<file path="src/rtl/seg_scan_ctrl_if.sv">
// rtl/seg_scan_ctrl_if.sv - load handshake bundle for seg_scan_ctrl
interface seg_scan_ctrl_if;
  logic       ld_valid;
  logic       ld_sel;
  logic [5:0] ld_data;
  logic       ld_ready;

  modport master (
    output ld_valid,
    output ld_sel,
    output ld_data,
    input  ld_ready
  );

  modport slave (
    input  ld_valid,
    input  ld_sel,
    input  ld_data,
    output ld_ready
  );
endinterface

</file>
<file path="src/rtl/seg_scan_ctrl.sv">
// rtl/seg_scan_ctrl.sv - 4-digit multiplexed 7-segment scan controller with frame-synchronous value commit
// Optional SEG_LEAD_ZERO_BLANK_EN: blank a tens digit of zero instead of showing glyph 0.
module seg_scan_ctrl #(
  parameter int DIV   = 50000,
  parameter int BLANK = 500
) (
  input  logic            clk,
  input  logic            rst,
  seg_scan_ctrl_if.slave  ld,
  output logic [3:0]      an,
  output logic [7:0]      seg
);

  localparam int CW = (DIV > 1) ? $clog2(DIV) : 1;

`ifdef SEG_LEAD_ZERO_BLANK_EN
  localparam bit LEAD_BLANK = 1'b1;
`else
  localparam bit LEAD_BLANK = 1'b0;
`endif

  typedef enum logic {
    ST_BLANK,
    ST_SHOW
  } state_t;

  state_t          state, state_nxt;
  logic [CW-1:0]   cnt, cnt_nxt;
  logic [1:0]      idx, idx_nxt;
  logic [5:0]      shadow0, shadow1;
  logic [5:0]      active0, active1;
  logic [5:0]      active0_nxt, active1_nxt;
  logic [1:0]      pending, pending_nxt;
  logic [3:0]      an_nxt;
  logic [7:0]      seg_nxt;
  logic            wrap;
  logic            frame_end;
  logic            accept;

  function automatic logic [6:0] glyph(input logic [3:0] d);
    logic [6:0] g;
    case (d)
      4'd0:    g = 7'b1111110;
      4'd1:    g = 7'b0110000;
      4'd2:    g = 7'b1101101;
      4'd3:    g = 7'b1111001;
      4'd4:    g = 7'b0110011;
      4'd5:    g = 7'b1011011;
      4'd6:    g = 7'b1011111;
      4'd7:    g = 7'b1110000;
      4'd8:    g = 7'b1111111;
      4'd9:    g = 7'b1110011;
      default: g = 7'b0000000;
    endcase
    return g;
  endfunction

  // Even idx is a units digit, odd idx a tens digit; idx[1] picks the slot.
  function automatic logic [7:0] seg_code(input logic [1:0] i,
                                          input logic [5:0] v0,
                                          input logic [5:0] v1);
    logic [5:0] v;
    logic [4:0] mag;
    logic [1:0] tens;
    logic [3:0] units;
    logic [3:0] digit;
    logic       is_units;
    logic       dp;
    logic [7:0] code;
    v   = i[1] ? v1 : v0;
    mag = v[4:0];
    if (mag >= 5'd30)      tens = 2'd3;
    else if (mag >= 5'd20) tens = 2'd2;
    else if (mag >= 5'd10) tens = 2'd1;
    else                   tens = 2'd0;
    units    = 4'(mag - 5'(tens) * 5'd10);
    is_units = ~i[0];
    digit    = is_units ? units : {2'b00, tens};
    // Negative zero shows no minus sign.
    dp       = is_units & v[5] & (mag != 5'd0);
    code     = ~{glyph(digit), dp};
    if (LEAD_BLANK && !is_units && (tens == 2'd0))
      code = 8'hFF;
    return code;
  endfunction

  assign ld.ld_ready = ~pending[ld.ld_sel];
  assign accept      = ld.ld_valid & ld.ld_ready;
  assign wrap        = (cnt == CW'(DIV - 1));
  assign frame_end   = wrap && (idx == 2'd3);

  always_comb begin
    cnt_nxt   = wrap ? '0 : cnt + CW'(1);
    idx_nxt   = wrap ? idx + 2'd1 : idx;
    state_nxt = state;
    if (cnt == CW'(BLANK - 1))
      state_nxt = ST_SHOW;
    else if (wrap)
      state_nxt = ST_BLANK;
  end

  // Commit happens on the frame's last cycle; a load accepted then only arms pending.
  always_comb begin
    active0_nxt = active0;
    active1_nxt = active1;
    pending_nxt = pending;
    if (frame_end) begin
      if (pending[0]) active0_nxt = shadow0;
      if (pending[1]) active1_nxt = shadow1;
      pending_nxt = 2'b00;
    end
    if (accept) begin
      if (ld.ld_sel) pending_nxt[1] = 1'b1;
      else           pending_nxt[0] = 1'b1;
    end
  end

  // Outputs are registered from next-state so they line up with cnt.
  always_comb begin
    an_nxt  = 4'b1111;
    seg_nxt = seg_code(idx_nxt, active0_nxt, active1_nxt);
    if (state_nxt == ST_SHOW)
      an_nxt = ~(4'b0001 << idx_nxt);
  end

  always_ff @(posedge clk or posedge rst) begin
    if (rst) begin
      cnt     <= '0;
      idx     <= 2'd0;
      state   <= ST_BLANK;
      an      <= 4'b1111;
      seg     <= 8'hFF;
      shadow0 <= 6'b000000;
      shadow1 <= 6'b000000;
      active0 <= 6'b000000;
      active1 <= 6'b000000;
      pending <= 2'b00;
    end else begin
      cnt     <= cnt_nxt;
      idx     <= idx_nxt;
      state   <= state_nxt;
      an      <= an_nxt;
      seg     <= seg_nxt;
      active0 <= active0_nxt;
      active1 <= active1_nxt;
      pending <= pending_nxt;
      if (accept && !ld.ld_sel) shadow0 <= ld.ld_data;
      if (accept &&  ld.ld_sel) shadow1 <= ld.ld_data;
    end
  end

endmodule

</file>
<file path="src/flat_wrapper.sv">
// flat-port wrapper written by rule: the top's interface ports become plain ports
module seg_scan_ctrl_flat 
#(
  parameter int DIV   = 50000,
  parameter int BLANK = 500
)
  (clk, rst, an, seg, ld_ld_valid, ld_ld_sel, ld_ld_data, ld_ld_ready);
  seg_scan_ctrl_if ld_i ();
  input  logic clk;
  input  logic rst;
  output logic [3:0] an;
  output logic [7:0] seg;
  input wire logic [$bits(ld_i.ld_valid)-1:0] ld_ld_valid;
  input wire logic [$bits(ld_i.ld_sel)-1:0] ld_ld_sel;
  input wire logic [$bits(ld_i.ld_data)-1:0] ld_ld_data;
  output wire logic [$bits(ld_i.ld_ready)-1:0] ld_ld_ready;
  assign ld_i.ld_valid = ld_ld_valid;
  assign ld_i.ld_sel = ld_ld_sel;
  assign ld_i.ld_data = ld_ld_data;
  assign ld_ld_ready = ld_i.ld_ready;
  seg_scan_ctrl #(.DIV(DIV), .BLANK(BLANK)) u_core (.clk(clk), .rst(rst), .ld(ld_i), .an(an), .seg(seg));
endmodule
</file>
<file path="config.mk">
export PLATFORM = sky130hd
export DESIGN_NAME = seg_scan_ctrl_flat
export DESIGN_NICKNAME = d
export VERILOG_FILES = /design/src/rtl/seg_scan_ctrl_if.sv /design/src/rtl/seg_scan_ctrl.sv /design/src/flat_wrapper.sv
export SDC_FILE = /design/constraint.sdc
export NUM_CORES = 1
export LEC_CHECK = 0
export ABC_AREA = 1
export CORE_UTILIZATION = 50
export DETAILED_ROUTE_END_ITERATION = 16
export PLACE_DENSITY = 0.82
export RECOVER_POWER = 25
export SYNTH_ARGS = -nofsm -noshare
export SYNTH_HDL_FRONTEND = slang
export SYNTH_SLANG_ARGS = --single-unit
</file>
<file path="constraint.sdc">
create_clock -name clk -period 3.15 [get_ports clk]
set_clock_uncertainty 0.15 [all_clocks]
set_input_delay 0.315 -clock clk [delete_from_list [all_inputs] [get_ports clk]]
set_output_delay 0.315 -clock clk [all_outputs]
set_load 0.02 [all_outputs]
</file>
==> run summary <==
DRT
-------------------------------------------------------------------------------------
Count of antenna-violating nets left after detailed routing                         0
Total via count after detailed routing                                           2696
Number of iterations in the first detailed-routing pass                             4
Average wire length per cell after detail routing                            14.10 um
Mean number of vias per cell                                                    5.286
DRC Markers                                                                         0
DR iter-0 viols                                                                   163
Routed wire length                                                            7191 um

STA
-------------------------------------------------------------------------------------
Final-report hold violation count                                                   0
Final worst-path cycle share                                                   99.70%
Final number of setup-violating endpoints                                           0
Actual transition at the worst max-transition pin                            1.216 ns
Smallest hold slack                                                         0.3411 ns
Final critical-path required period                                          3.141 ns
Final-report max-slew violation count                                               0
Worst max-slew margin expressed relative to the limit                          18.87%
Max Clock Freq                                                             0.3184 GHz
RSZ-0062 raised after global routing                                              yes

CLOCKING
-------------------------------------------------------------------------------------
Root Driver                                                              sky130_fd_sc_hd__clkbuf_8
Worst skew pair latency                                                       0.35 ns
Number of H-tree branching levels                                                   3
CTS sink count                                                                     57
Clock-pin slew of the registers on the worst-case setup and hold paths        0.07 ns
Max Buffers Root-to-Sink                                                            2
Number of clock buffers inserted by TritonCTS                                       9
Clock tree from TritonCTS                                                       built

LAYOUT
-------------------------------------------------------------------------------------
Multi-input logic area                                                   0.001506 mm^2
End-of-flow core utilization                                                   65.85%
Relative area change from synthesis to final layout                            26.77%
Leading cell type in the layout, fill and taps excluded                  sky130_fd_sc_hd__nand2_1
Antenna diodes                                                                      0
Total number of nets in the final design                                          449
Sequential cell area                                                     0.001441 mm^2
Finished Layout Cells                                                             510
Fraction of layout cells with a size suffix above 1                            26.21%
Most frequent cells in the layout                                        sky130_fd_sc_hd__nand2_1 (99), sky130_fd_sc_hd__inv_1 (50), sky130_fd_sc_hd__dfrtp_1 (45), sky130_fd_sc_hd__nor2_1 (27)
Final non-filler cell area                                               0.003899 mm^2
# fillers                                                                         441

GLOBAL ROUTING
-------------------------------------------------------------------------------------
First-pass GRT wire length                                                   11140 um
Final global-route overflow total                                                   0
Antenna violations before repair                                                    0
GRT Overall Usage                                                              23.04%
Maximum number of pins on one net before global-route repair                       35
Vias in the first global route                                                   2532

POWER AND IR DROP
-------------------------------------------------------------------------------------
Power per Cell Area                                                      382.5 mW/mm^2
Largest vdd supply drop                                                     0.2920 mV
Total power                                                                   1491 uW
P_leak                                                                    0.001987 uW

CRITICAL PATH
-------------------------------------------------------------------------------------
Maximum fanout along the worst path                                                 8
Kind of critical path                                                    flip-flop to flip-flop
Kind of end point of the critical path                                      flip-flop
Data arrival time at the worst-slack endpoint                                 3.28 ns
CP startpoint kind                                                          flip-flop
Required time reported for the critical path endpoint                         3.28 ns

FLOORPLAN
-------------------------------------------------------------------------------------
Ports placed on the boundary                                                       23
Die W                                                                        80.43 um
Vertical die dimension                                                       80.43 um
Full die area                                                            0.006468 mm^2
Initial Utilization                                                            51.94%
Core Footprint                                                           0.005921 mm^2
Site Rows                                                                          28

RUN STATUS
-------------------------------------------------------------------------------------
Result of the run                                                        complete, no violations

PLACEMENT
-------------------------------------------------------------------------------------
Cells after DPL                                                                   478
Estimated wirelength of the detail-placed design                              4650 um
Instance area at placement                                               0.003431 mm^2
Gpl congestion                                                                 0.9255
IO buf count                                                                       22

SYNTHESIS
-------------------------------------------------------------------------------------
Unique masters post-synth                                                          36
Flip-flop and latch count after synthesis                                          57
Total nets after synthesis                                                        395
Sequential share of the synthesized area                                       46.87%
Post-Synthesis Cells                                                              376
Post-Synthesis Cell Area                                                 0.003075 mm^2
Mean instance size in the synthesized netlist                              8.179 um^2
Yosys Warn Count                                                                    0

RUN
-------------------------------------------------------------------------------------
Number of maximum-capacitance constraint violations                                 0

HOLD PATH
-------------------------------------------------------------------------------------
Worst hold-check path type                                               flip-flop to flip-flop

[synthesized netlist by cell type (all sizes together)]
cell      n  area, um^2
a21oi     8       40.04
a31oi     2       12.51
a41oi     1       8.760
buf       2       22.52
clkbuf    3       11.26
clkinv    1       3.750
dfrtp    45        1126
dfstp    12       315.3
fa        1       20.02
ha        8       100.1
inv      58       217.7
mux2      1       11.26
nand2   121       511.7
nand3    28       200.2
nand3b    1       7.510
nand4     5       31.28
nor2     38       195.2
nor3      4       20.02
nor4      2       12.51
o21a      1       7.510
o21ai    29       148.9
o221a     1       11.26
o41ai     1       8.760
or2       1       6.260
xor2      2       25.03
[kinds of logic (layout without fill, tap and decap cells)]
family | Yosys count | in the layout | share of synthesized area, %
simple gates | 200 | 200 | 32.02
buf+inv | 64 | 123 | 8.299
xor+xnor | 2 | 2 | 0.8139
compound gates | 43 | 43 | 7.730
mux | 1 | 1 | 0.3661
flops | 57 | 57 | 46.87
fa+ha+maj | 9 | 9 | 3.906
[per-layer routing]
layer	track usage [%]	vias up	share of wire (%)
met3	5.114	22	3.0
met4	12.14	0	3.0
met1	29.46	1301	42
met5	0	-	0
li1	-	1298	-
met2	36.36	75	52
[metrics by stage]
step                      setup WS (ns)  setup TNS [ns]
after floorplan                  0.1710               0
after global placement          0.01231               0
after detailed placement        -0.1420         -0.6245
after CTS                      0.005102               0
after global routing            -0.1520         -0.7716
final                          0.009465               0
[worst max-delay path: stages (launching register included)]
cell	delay, ns
sky130_fd_sc_hd__dfrtp_1	0.39
sky130_fd_sc_hd__ha_4	0.18
sky130_fd_sc_hd__nand3_4	0.14
sky130_fd_sc_hd__nor2_8	0.21
sky130_fd_sc_hd__nand3_4	0.17
sky130_fd_sc_hd__o21ai_2	0.19
sky130_fd_sc_hd__nand2_1	0.10
sky130_fd_sc_hd__nand2_2	0.10
sky130_fd_sc_hd__nand2_2	0.07
sky130_fd_sc_hd__nand3_4	0.08
sky130_fd_sc_hd__nand2_4	0.07
sky130_fd_sc_hd__ha_4	0.17
sky130_fd_sc_hd__fa_1	0.47
sky130_fd_sc_hd__nor2_2	0.16
sky130_fd_sc_hd__buf_6	0.13
sky130_fd_sc_hd__nand2_1	0.06
sky130_fd_sc_hd__o21ai_1	0.07
sky130_fd_sc_hd__nand2_1	0.08
sky130_fd_sc_hd__nand2_1	0.08
[worst paths after layout]
path | cells past startpoint | start | slack, ns | endpoint
worst max-delay path | 18 | u_core.cnt[1]$_DFF_PP0_ | 0.009 | u_core.seg[2]$_DFF_PP1_
worst min-delay path | 2 | u_core.shadow0[0]$_DFFE_PP0P_ | 0.34 | u_core.shadow0[0]$_DFFE_PP0P_
worst max register to register | 18 | u_core.cnt[1]$_DFF_PP0_ | 0.009 | u_core.seg[2]$_DFF_PP1_
worst min register to register | 2 | u_core.shadow0[0]$_DFFE_PP0P_ | 0.34 | u_core.shadow0[0]$_DFFE_PP0P_
max in group asynchronous | 3 | rst | 1.43 | u_core.cnt[11]$_DFF_PP0_
min in group asynchronous | 2 | rst | 0.59 | u_core.cnt[3]$_DFF_PP0_
[sequential cells by signal, summed over array words and instances (netlist names)]
signal / count
u_core.cnt: 16
u_core.seg: 8
u_core.active0: 6
u_core.active1: 6
u_core.shadow0: 6
u_core.shadow1: 6
u_core.an: 4
u_core.idx: 2
u_core.pending: 2
u_core.state: 1
[repair_timing]
| action | in CTS | in global routing |
|---|---|---|
| pin swaps | 4 | 15 |
| resized for setup | 11 | 24 |
| hold buffers | 0 | 0 |
| gates cloned | 0 | 0 |
| setup buffers | 4 | 12 |
| endpoints found under the setup margin | 7 | 7 |
[final cells by class]
cell class | instances | area share, %
multi-input combinational | 255 | 38.64
sequential | 57 | 36.97
timing repair buffer | 48 | 10.85
inverter | 59 | 5.745
clock buffer | 14 | 4.429
tap | 75 | 2.407
clock inverter | 2 | 0.9628
[power by group]
part           total (uW)  internal, uW  switching (uW)  leakage, uW
combinational        33.5          13.6            19.9      0.00116
clock                 720           431             289     0.000103
sequential            738           736            1.81     0.000726
total                1490          1180             311      0.00199
(Power assumes the default switching activity.)
